--- src/rtl/vc_arbiter_if.sv ---
// vc_arbiter_if: bundle of the VC-FIFO side, destination-FIFO side and status
// signals of the virtual-channel arbiter. The arbiter attaches through the
// master modport. The surrounding FIFOs, or a bench, attach through slave.
interface vc_arbiter_if #(
  parameter int DATA_SIZE = 6
);
  // VC FIFO side
  logic                 fifo_empty_vc0;
  logic                 fifo_empty_vc1;
  logic [DATA_SIZE-1:0] data_vc0;
  logic [DATA_SIZE-1:0] data_vc1;
  logic                 pop_vc0;
  logic                 pop_vc1;

  // Destination FIFO side
  logic                 fifo_pause_d0;
  logic                 fifo_pause_d1;
  logic                 push_d0;
  logic                 push_d1;
  logic [DATA_SIZE-1:0] data_d0;
  logic [DATA_SIZE-1:0] data_d1;

  // Status / debug
  logic [1:0]           arb_state;
  logic [3:0]           burst_cnt;

  modport master (
    input  fifo_empty_vc0, fifo_empty_vc1, data_vc0, data_vc1,
    input  fifo_pause_d0, fifo_pause_d1,
    output pop_vc0, pop_vc1,
    output push_d0, push_d1, data_d0, data_d1,
    output arb_state, burst_cnt
  );

  modport slave (
    output fifo_empty_vc0, fifo_empty_vc1, data_vc0, data_vc1,
    output fifo_pause_d0, fifo_pause_d1,
    input  pop_vc0, pop_vc1,
    input  push_d0, push_d1, data_d0, data_d1,
    input  arb_state, burst_cnt
  );
endinterface

--- src/rtl/vc_arbiter.sv ---
// vc_arbiter: weighted-priority scheduler from two virtual-channel FIFOs to
// two destination FIFOs.
// - vc0 is preferred. After VC0_WEIGHT back-to-back vc0 grants while vc1 is
//   waiting, vc1 gets one slot.
// - A popped word is read one cycle later and pushed the cycle after that.
//   Bit DEST_BIT of the word picks the destination.
// - Either destination pausing blocks new pops. Words already in flight
//   still drain.
module vc_arbiter #(
  parameter int DATA_SIZE  = 6,
  parameter int DEST_BIT   = 4,
  parameter int VC0_WEIGHT = 4
) (
  input  logic          clk,
  input  logic          reset_L,
  vc_arbiter_if.master  bus
);

  typedef enum logic [1:0] {
    ST_IDLE  = 2'd0,
    ST_GNT0  = 2'd1,
    ST_GNT1  = 2'd2,
    ST_PAUSE = 2'd3
  } arb_state_t;

  localparam logic [3:0] WEIGHT_C = 4'(VC0_WEIGHT);

  // Grant / stall
  logic                 pause_any_s;
  logic                 vc1_due_s;
  logic                 pop_vc0_s;
  logic                 pop_vc1_s;

  // Burst counter
  logic [3:0]           burst_cnt_r;
  logic [3:0]           burst_cnt_nxt_s;

  // FSM
  arb_state_t           state_r;
  arb_state_t           state_nxt_s;

  // Pending stage (word popped last cycle, data now on data_vcX)
  logic                 pend_v_r;
  logic                 pend_src_r;

  // Output stage
  logic [DATA_SIZE-1:0] sel_data_s;
  logic                 push_d0_r;
  logic                 push_d1_r;
  logic [DATA_SIZE-1:0] data_d0_r;
  logic [DATA_SIZE-1:0] data_d1_r;
  logic                 push_d0_nxt_s;
  logic                 push_d1_nxt_s;
  logic [DATA_SIZE-1:0] data_d0_nxt_s;
  logic [DATA_SIZE-1:0] data_d1_nxt_s;

  // The destination of a word is unknown until it is read, so a pause on
  // either destination has to block every pop.
  assign pause_any_s = bus.fifo_pause_d0 | bus.fifo_pause_d1;
  assign vc1_due_s   = (burst_cnt_r == WEIGHT_C);

  // Grant selection: vc0 first unless vc1 has waited through a full burst.
  always_comb begin
    pop_vc0_s = 1'b0;
    pop_vc1_s = 1'b0;
    if (!reset_L || pause_any_s) begin
      pop_vc0_s = 1'b0;
      pop_vc1_s = 1'b0;
    end else if (!bus.fifo_empty_vc0 && !bus.fifo_empty_vc1) begin
      if (vc1_due_s) begin
        pop_vc1_s = 1'b1;
      end else begin
        pop_vc0_s = 1'b1;
      end
    end else if (!bus.fifo_empty_vc0) begin
      pop_vc0_s = 1'b1;
    end else if (!bus.fifo_empty_vc1) begin
      pop_vc1_s = 1'b1;
    end else begin
      pop_vc0_s = 1'b0;
      pop_vc1_s = 1'b0;
    end
  end

  // Burst count: vc0 grants taken while vc1 waits, saturating at the weight.
  always_comb begin
    burst_cnt_nxt_s = burst_cnt_r;
    if (bus.fifo_empty_vc1 || pop_vc1_s) begin
      burst_cnt_nxt_s = 4'd0;
    end else if (pop_vc0_s && !vc1_due_s) begin
      burst_cnt_nxt_s = burst_cnt_r + 4'd1;
    end else begin
      burst_cnt_nxt_s = burst_cnt_r;
    end
  end

  // Burst counter register.
  always_ff @(posedge clk or negedge reset_L) begin
    if (!reset_L) begin
      burst_cnt_r <= 4'd0;
    end else begin
      burst_cnt_r <= burst_cnt_nxt_s;
    end
  end

  // FSM next state: a status view of this cycle's grant decision.
  always_comb begin
    state_nxt_s = ST_IDLE;
    if (pause_any_s) begin
      state_nxt_s = ST_PAUSE;
    end else if (pop_vc0_s) begin
      state_nxt_s = ST_GNT0;
    end else if (pop_vc1_s) begin
      state_nxt_s = ST_GNT1;
    end else begin
      state_nxt_s = ST_IDLE;
    end
  end

  // FSM state register.
  always_ff @(posedge clk or negedge reset_L) begin
    if (!reset_L) begin
      state_r <= ST_IDLE;
    end else begin
      state_r <= state_nxt_s;
    end
  end

  // Pending stage: remembers a pop until its data arrives from the VC FIFO.
  always_ff @(posedge clk or negedge reset_L) begin
    if (!reset_L) begin
      pend_v_r   <= 1'b0;
      pend_src_r <= 1'b0;
    end else begin
      pend_v_r   <= pop_vc0_s | pop_vc1_s;
      pend_src_r <= pop_vc1_s;
    end
  end

  assign sel_data_s = pend_src_r ? bus.data_vc1 : bus.data_vc0;

  // Output routing: steer the pending word by its destination bit.
  // The data registers hold their value between pushes.
  always_comb begin
    push_d0_nxt_s = 1'b0;
    push_d1_nxt_s = 1'b0;
    data_d0_nxt_s = data_d0_r;
    data_d1_nxt_s = data_d1_r;
    if (pend_v_r) begin
      if (sel_data_s[DEST_BIT]) begin
        push_d1_nxt_s = 1'b1;
        data_d1_nxt_s = sel_data_s;
      end else begin
        push_d0_nxt_s = 1'b1;
        data_d0_nxt_s = sel_data_s;
      end
    end else begin
      push_d0_nxt_s = 1'b0;
      push_d1_nxt_s = 1'b0;
    end
  end

  // Output registers. Reset drops any word still in flight.
  always_ff @(posedge clk or negedge reset_L) begin
    if (!reset_L) begin
      push_d0_r <= 1'b0;
      push_d1_r <= 1'b0;
      data_d0_r <= '0;
      data_d1_r <= '0;
    end else begin
      push_d0_r <= push_d0_nxt_s;
      push_d1_r <= push_d1_nxt_s;
      data_d0_r <= data_d0_nxt_s;
      data_d1_r <= data_d1_nxt_s;
    end
  end

  assign bus.pop_vc0   = pop_vc0_s;
  assign bus.pop_vc1   = pop_vc1_s;
  assign bus.push_d0   = push_d0_r;
  assign bus.push_d1   = push_d1_r;
  assign bus.data_d0   = data_d0_r;
  assign bus.data_d1   = data_d1_r;
  assign bus.arb_state = state_r;
  assign bus.burst_cnt = burst_cnt_r;

endmodule

--- src/flat_wrapper.sv ---
// flat-port wrapper written by rule: the top's interface ports become plain ports
module vc_arbiter_flat 
#(
  parameter int DATA_SIZE  = 6,
  parameter int DEST_BIT   = 4,
  parameter int VC0_WEIGHT = 4
)
  (clk, reset_L, bus_fifo_empty_vc0, bus_fifo_empty_vc1, bus_data_vc0, bus_data_vc1, bus_fifo_pause_d0, bus_fifo_pause_d1, bus_pop_vc0, bus_pop_vc1, bus_push_d0, bus_push_d1, bus_data_d0, bus_data_d1, bus_arb_state, bus_burst_cnt);
  vc_arbiter_if #(.DATA_SIZE(DATA_SIZE)) bus_i ();
  input  logic clk;
  input  logic reset_L;
  input wire logic [$bits(bus_i.fifo_empty_vc0)-1:0] bus_fifo_empty_vc0;
  input wire logic [$bits(bus_i.fifo_empty_vc1)-1:0] bus_fifo_empty_vc1;
  input wire logic [$bits(bus_i.data_vc0)-1:0] bus_data_vc0;
  input wire logic [$bits(bus_i.data_vc1)-1:0] bus_data_vc1;
  input wire logic [$bits(bus_i.fifo_pause_d0)-1:0] bus_fifo_pause_d0;
  input wire logic [$bits(bus_i.fifo_pause_d1)-1:0] bus_fifo_pause_d1;
  output wire logic [$bits(bus_i.pop_vc0)-1:0] bus_pop_vc0;
  output wire logic [$bits(bus_i.pop_vc1)-1:0] bus_pop_vc1;
  output wire logic [$bits(bus_i.push_d0)-1:0] bus_push_d0;
  output wire logic [$bits(bus_i.push_d1)-1:0] bus_push_d1;
  output wire logic [$bits(bus_i.data_d0)-1:0] bus_data_d0;
  output wire logic [$bits(bus_i.data_d1)-1:0] bus_data_d1;
  output wire logic [$bits(bus_i.arb_state)-1:0] bus_arb_state;
  output wire logic [$bits(bus_i.burst_cnt)-1:0] bus_burst_cnt;
  assign bus_i.fifo_empty_vc0 = bus_fifo_empty_vc0;
  assign bus_i.fifo_empty_vc1 = bus_fifo_empty_vc1;
  assign bus_i.data_vc0 = bus_data_vc0;
  assign bus_i.data_vc1 = bus_data_vc1;
  assign bus_i.fifo_pause_d0 = bus_fifo_pause_d0;
  assign bus_i.fifo_pause_d1 = bus_fifo_pause_d1;
  assign bus_pop_vc0 = bus_i.pop_vc0;
  assign bus_pop_vc1 = bus_i.pop_vc1;
  assign bus_push_d0 = bus_i.push_d0;
  assign bus_push_d1 = bus_i.push_d1;
  assign bus_data_d0 = bus_i.data_d0;
  assign bus_data_d1 = bus_i.data_d1;
  assign bus_arb_state = bus_i.arb_state;
  assign bus_burst_cnt = bus_i.burst_cnt;
  vc_arbiter #(.DATA_SIZE(DATA_SIZE), .DEST_BIT(DEST_BIT), .VC0_WEIGHT(VC0_WEIGHT)) u_core (.clk(clk), .reset_L(reset_L), .bus(bus_i));
endmodule
--- config.mk ---
export PLATFORM = sky130hd
export DESIGN_NAME = vc_arbiter_flat
export DESIGN_NICKNAME = d
export VERILOG_FILES = /design/src/rtl/vc_arbiter_if.sv /design/src/rtl/vc_arbiter.sv /design/src/flat_wrapper.sv
export SDC_FILE = /design/constraint.sdc
export NUM_CORES = 1
export LEC_CHECK = 0
export BUFFER_PORTS_ARGS = -buffer_cell sky130_fd_sc_hd__buf_2
export CORE_ASPECT_RATIO = 0.9
export CORE_MARGIN = 4
export CORE_UTILIZATION = 50
export CTS_BUF_LIST = sky130_fd_sc_hd__clkbuf_8
export DETAILED_ROUTE_END_ITERATION = 16
export PLACE_DENSITY = 0.82
export SLEW_MARGIN = 40
export SYNTH_ARGS = -nofsm -noshare
export SYNTH_HDL_FRONTEND = slang
export SYNTH_SLANG_ARGS = --single-unit
--- constraint.sdc ---
create_clock -name clk -period 2.8 [get_ports clk]
set_clock_uncertainty 0.05 [all_clocks]
set_input_delay 0.56 -clock clk [delete_from_list [all_inputs] [get_ports clk]]
set_output_delay 0.56 -clock clk [all_outputs]
set_load 0.1 [all_outputs]
==> results.json, run 1 <==
{
  "cts.sinks": 21,
  "initialDrtViolationCount": 10,
  "synth_area_leaders": "dfrtp_1 (53%), mux2_2 (11%), mux2_4 (7.5%)",
  "io_pins": 40,
  "initial_core_util_pct": 52.54,
  "cp.arrival_ns": 1.82,
  "synthXorXnorAreaFrac_pct": 0,
  "routabilityCongestion": 0.8202,
  "finalCritPeriodShare_pct": 86.79,
  "clock_power_share_pct": 19.3,
  "synth-edff-count": 0,
  "power_leakage_nw": 0.6538,
  "synth_mux_area_share_pct": 19.85,
  "numCtsBuffers": 3,
  "cellPowerDensity_nw_per_um2": 792.5,
  "fin_area_sq_um": 1282,
  "async_flop_share_pct": 100.0,
  "viasPerCell": 5.404,
  "clk_path_buf_depth": 2,
  "ys_types": 26,
  "irDropWorstVdd_uv": 657.3,
  "synthTopCellsByCount": "dfrtp_1 (21), mux2_2 (10), inv_1 (6), mux2_4 (5), nand2_1 (5)",
  "drc": 0,
  "grt_overflow": 0,
  "netlist_instances": 83,
  "via_count": 789,
  "cts_max_level": 1,
  "ys_seq_area_share_pct": 52.76,
  "die_w_um": 55.05,
  "worstHoldPathType": "in2async",
  "setup_tns_ns": 0,
  "crit_chain": "inv_1 -> ha_1 -> nand3b_1 -> and2_1 -> nor3_4 -> buf_12",
  "synth.largest_area_cell": "dfrtp_1",
  "synth_compound_area_share_pct": 5.151,
  "synth_nets": 103,
  "pwr-share-seq_pct": 36.0,
  "min_period_ns": 2.430,
  "die_h_um": 50.34,
  "port_buffers": 38,
  "fin_cells": 146,
  "antenna_found_initial": 0,
  "r2r_start": "u_core.pend_src_r",
  "worstPathMaxFanout": 6,
  "holdWs_ns": 0.2447,
  "finalSetupViolCount": 0,
  "dp.cells": 142,
  "synth_flop_cell": "dfrtp_1",
  "yosysMostFrequentCell": "dfrtp_1",
  "route.detailed.wl_per_inst_um": 15.62,
  "avgSynthCellArea_sq_um": 12.00,
  "dieArea_sq_um": 2771,
  "wl_mm": 2.281,
  "cp.required_ns": 2.19,
  "critical_path.startpoint_type": "register",
  "intPower_w": 0.0005284,
  "syn-cell-area_sq_um": 996.0,
  "cap_violations": 0,
  "cts-resized-gates": 0,
  "grt_pass1_wl_mm": 3.574,
  "hold_viol_final": 0,
  "num_antenna_cells": 0,
  "firstDrtPassIters": 4,
  "detail-route-antenna-nets": 0,
  "max_slew_margin_pct": 65.16,
  "ys_seq_elements": 21,
  "coreArea_sq_um": 1896,
  "synth_top_area_share_pct": 52.76,
  "fillers": 140,
  "cts_tree": "built",
  "syn_to_final_growth_pct": 28.77,
  "tightest_slew_ns": 0.5214,
  "slew_violations": 0,
  "p_sw_share_pct": 48.01,
  "track_usage_pct": 17.66,
  "crit_start": "u_core.bus.burst_cnt[0]",
  "drive_gt1_share_pct": 49.59,
  "p_sw_w": 0.0004880,
  "hpwlAfterDp_mm": 1.760,
  "crit_type": "reg2out",
  "synthSimpleGateAreaFrac_pct": 13.32,
  "comb_power_share_pct": 44.7,
  "rows": 15,
  "grt_max_degree": 24,
  "synth_top_family_by_area": "multiplexers",
  "cts_root_buffer": "clkbuf_8",
  "rsz0062_at_grt": "no",
  "place_area_sq_um": 1236,
  "timing.fmax_mhz": 411.5,
  "clock_latency_ns": 0.26,
  "cp_slowest_cell": "dfrtp_1",
  "fin_nets": 142,
  "endpoint_kind": "primary output",
  "yosysWarnings": 0,
  "cts_hold_buf": 0,
  "postCtsSetupBuffers": 0,
  "synthAdderAreaFrac_pct": 2.513,
  "grt_pass1_vias": 797,
  "outcome": "finished clean",
  "cts.clk_slew.worst_paths_ns": 0.08,
  "cp_slowest_stage_delay_ns": 0.45
}
-- state kept, by name (all words and copies together) (netlist names) --
signal                cells
u_core.bus.data_d1        6
u_core.bus.data_d0        5
u_core.bus.burst_cnt      4
u_core.bus.arb_state      2
u_core.bus.push_d0        1
u_core.bus.push_d1        1
u_core.pend_src_r         1
u_core.pend_v_r           1
-- routing by layer --
layer	up-vias	share of wire, %	global-route usage [%]
met5	-	0	0
met4	0	1.7	3.644
met3	6	7.1	6.231
met2	33	53	29.33
met1	390	38	21.71
li1	360	-	-
-- per-stage QoR --
step                total power, W  utilization, %  worst slack, ns
floorplan                0.0007504               -         -0.09899
global placement         0.0008214           65.21           0.5365
detailed placement       0.0008278           65.21           0.5248
CTS                       0.001021           67.66           0.4107
global route              0.001051           67.66           0.2536
finish                    0.001016           67.66           0.3700
-- layout make-up --
cell class	count	area [sq um]	share of cell area, %
inverter	6	22.52	1.756
clock inverter	1	5.005	0.3902
multi-input combinational	51	429.2	33.46
clock buffer	3	41.29	3.220
tap	25	31.28	2.439
sequential	21	525.5	40.98
timing repair buffer	39	227.7	17.76
-- power groups by stage --
stage                     registers [W]  clock network [W]   logic, W
after CTS                      0.000366           0.000198   0.000457
after detailed placement       0.000372                  0   0.000456
after floorplan                0.000673                  0  0.0000774
after global routing           0.000370           0.000214   0.000467
after global placement         0.000370                  0   0.000452
final                          0.000366           0.000196   0.000455
-- cells by family (layout without fill, tap and decap cells) --
| kind of cell | Yosys count | in the layout |
|---|---|---|
| other cells | 1 | 1 |
| compound gates | 9 | 9 |
| mux | 16 | 16 |
| simple gates | 23 | 23 |
| buf+inv | 11 | 49 |
| fa+ha+maj | 2 | 2 |
| flops | 21 | 21 |
-- critical path, delay by kind of cell, from the launching register on --
family        cells  cell delay [ns]
buf+inv           2             0.31
simple gates      3             0.65
fa+ha+maj         1             0.15
flops             1             0.45
-- placed cells by master, fill, tap and decap left out, types with 2 or more instances in the layout --
| master | count |
|---|---|
| buf_2 | 36 |
| dfrtp_1 | 21 |
| mux2_2 | 10 |
| inv_1 | 6 |
| nand2_1 | 5 |
| mux2_4 | 5 |
| a21oi_1 | 4 |
| nand4_1 | 3 |
| clkbuf_8 | 3 |
| nand3b_1 | 2 |
| o21ai_0 | 2 |
| nand2b_1 | 2 |
| o31ai_1 | 2 |
| nand3_1 | 2 |
| nor2b_1 | 2 |
| ha_1 | 2 |
| buf_12 | 2 |
-- worst paths after layout --
kind	end	slack, ns	cells after the start
hold reg to reg	u_core.bus.data_d1[4]	0.44	1
setup reg to reg	u_core.bus.data_d1[0]	1.05	3
min in group clk	u_core.bus.data_d1[4]	0.44	1
setup / recovery	bus_pop_vc1	0.37	6
hold / removal	u_core.bus.data_d1[4]	0.24	2
max in group asynchronous	u_core.bus.data_d0[0]	2.23	2
Note: power is estimated with default switching activity, not from simulation.
==> run 2: changes to the inputs <==
--- a/config.mk
+++ b/config.mk
@@ -8,10 +8,10 @@
 export BUFFER_PORTS_ARGS = -buffer_cell sky130_fd_sc_hd__buf_2
 export CORE_ASPECT_RATIO = 0.9
 export CORE_MARGIN = 4
-export CORE_UTILIZATION = 50
+export CORE_UTILIZATION = 53
 export CTS_BUF_LIST = sky130_fd_sc_hd__clkbuf_8
 export DETAILED_ROUTE_END_ITERATION = 16
-export PLACE_DENSITY = 0.82
+export PLACE_DENSITY = 0.86
 export SLEW_MARGIN = 40
 export SYNTH_ARGS = -nofsm -noshare
 export SYNTH_HDL_FRONTEND = slang
==> run 2 against run 1 <==
Effect of this change:
- non-clock buffer count is the same
- clock power shrank 2%
- via count shrank 4.6%
- critical path type unchanged
- utilization grew 6.2 points
- sequential share of layout area is essentially flat
- sequential cell count is the same
- register-to-register slack gained 0.06 ns
- worst setup slack gained 0.069 ns
- final area is essentially flat
- die area shrank 4.8%
- sequential power is essentially flat
- clock-buffer cell count is the same
==> results.json, run 2 (synthesized netlist as in run 1, its figures left out) <==
{
  "track_usage_pct": 17.49,
  "setup_tns_ns": 0,
  "drc": 0,
  "cp.arrival_ns": 1.75,
  "hpwlAfterDp_mm": 1.595,
  "final_common_cell": "buf_2",
  "dp_slack_ns": 0.5041,
  "num_antenna_cells": 0,
  "routabilityCongestion": 0.7243,
  "firstDrtPassIters": 4,
  "cp.required_ns": 2.19,
  "finalCritPeriodShare_pct": 84.31,
  "fin_total_pwr_w": 0.001014,
  "coreArea_sq_um": 1734,
  "fin_area_sq_um": 1281,
  "irDropWorstVdd_uv": 797.2,
  "clk_path_buf_depth": 2,
  "io_pins": 40,
  "hold_viol_final": 0,
  "grt_pass1_vias": 780,
  "timing.fmax_mhz": 423.6,
  "final_util_pct": 73.88,
  "worst-path-buf-inv": 2,
  "min_period_ns": 2.361,
  "numCtsBuffers": 3,
  "clock_latency_ns": 0.26,
  "cts_root_buffer": "clkbuf_8",
  "cts_max_level": 1,
  "finalSetupViolCount": 0,
  "cp_slowest_cell": "dfrtp_1",
  "crit_family": "flip-flops",
  "crit_type": "reg2out",
  "syn_to_final_growth_pct": 28.64,
  "antenna_found_initial": 0,
  "multi_input_area_sq_um": 429.2,
  "drive_gt1_share_pct": 49.59,
  "outcome": "finished clean",
  "grt_max_degree": 24,
  "place_area_sq_um": 1235,
  "slew_violations": 0,
  "fillers": 124,
  "cts.clk_slew.worst_paths_ns": 0.07,
  "cp_slowest_stage_delay_ns": 0.43,
  "port_buffers": 38,
  "dieArea_sq_um": 2638,
  "setup_ws_ns": 0.4393,
  "seqCellArea_sq_um": 525.5,
  "grt_overflow": 0,
  "crit_chain": "inv_1 -> ha_1 -> nand3b_1 -> o21ai_0 -> nor2_4 -> buf_12",
  "rows": 14,
  "die_h_um": 49.13,
  "die_w_um": 53.70,
  "initialDrtViolationCount": 13,
  "critical_path.startpoint_type": "register",
  "worstPathMaxFanout": 6,
  "rsz0062_at_grt": "no",
  "initial_core_util_pct": 57.43,
  "cts-resized-gates": 0,
  "detail-route-antenna-nets": 0,
  "worstHoldPathType": "in2async",
  "cts.sinks": 21,
  "grt_pass1_wl_mm": 3.401,
  "power_leakage_nw": 0.6538,
  "cts_hold_buf": 0,
  "postCtsSetupBuffers": 0,
  "route.detailed.wl_per_inst_um": 14.01,
  "cts_tree": "built",
  "endpoint_kind": "primary output",
  "largest_register_ffs": 6,
  "cap_violations": 0,
  "cellPowerDensity_nw_per_um2": 791.1,
  "fin_nets": 142,
  "wl_mm": 2.031,
  "via_count": 753,
  "mostFrequentLayoutCells": "buf_2 (36), dfrtp_1 (21), mux2_2 (10)",
  "viasPerCell": 5.193
}
[run 2: cell counts in the layout (fill, tap and decap cells not counted)]
Identical to the previous run, type by type.
[run 2: final timing paths]
path	start	end	slack [ns]	cells past startpoint
min in group clk	u_core.bus.data_d1[4]	u_core.bus.data_d1[4]	0.42	1
max in group asynchronous	reset_L	u_core.bus.burst_cnt[2]	2.25	2
setup / recovery	u_core.bus.burst_cnt[0]	bus_pop_vc0	0.44	6
hold / removal	reset_L	u_core.bus.data_d1[2]	0.23	2
setup reg to reg	u_core.pend_src_r	u_core.bus.data_d1[0]	1.11	3
hold reg to reg	u_core.bus.data_d1[4]	u_core.bus.data_d1[4]	0.42	1
[run 2: area by class of cell]
| cell class | instances | share of cell area, % |
|---|---|---|
| multi-input cells | 51 | 33.50 |
| clock inverters | 1 | 0.3906 |
| clock buffers | 3 | 3.223 |
| well taps | 24 | 2.344 |
| inverters | 6 | 1.758 |
| repair buffers | 39 | 17.77 |
| flip-flops and latches | 21 | 41.02 |
[run 2: through the flow]
| stage | instances | hold WS [ns] |
|---|---|---|
| after detailed placement | 141 | 0.4055 |
| after global placement | 141 | 0.3967 |
| after global routing | 145 | 0.2549 |
| after CTS | 145 | 0.2413 |
| final | 145 | 0.2347 |
| after floorplan | 83 | 0.2144 |
[run 2: per-layer routing]
layer	share of wire, %	routed length, um	vias to the layer above	global-route usage, %
met5	0	0	-	0
met4	0	0	0	4.255
met3	6.7	136	0	5.810
met2	56	1144	28	32.66
met1	37	750	364	17.77
li1	-	-	361	-
[run 2: power by group]
part           total, W  switching, W  internal, W
Sequential     0.000366     0.0000212     0.000345
Clock          0.000192     0.0000930    0.0000990
Combinational  0.000456      0.000371    0.0000849
Total           0.00101      0.000485     0.000529
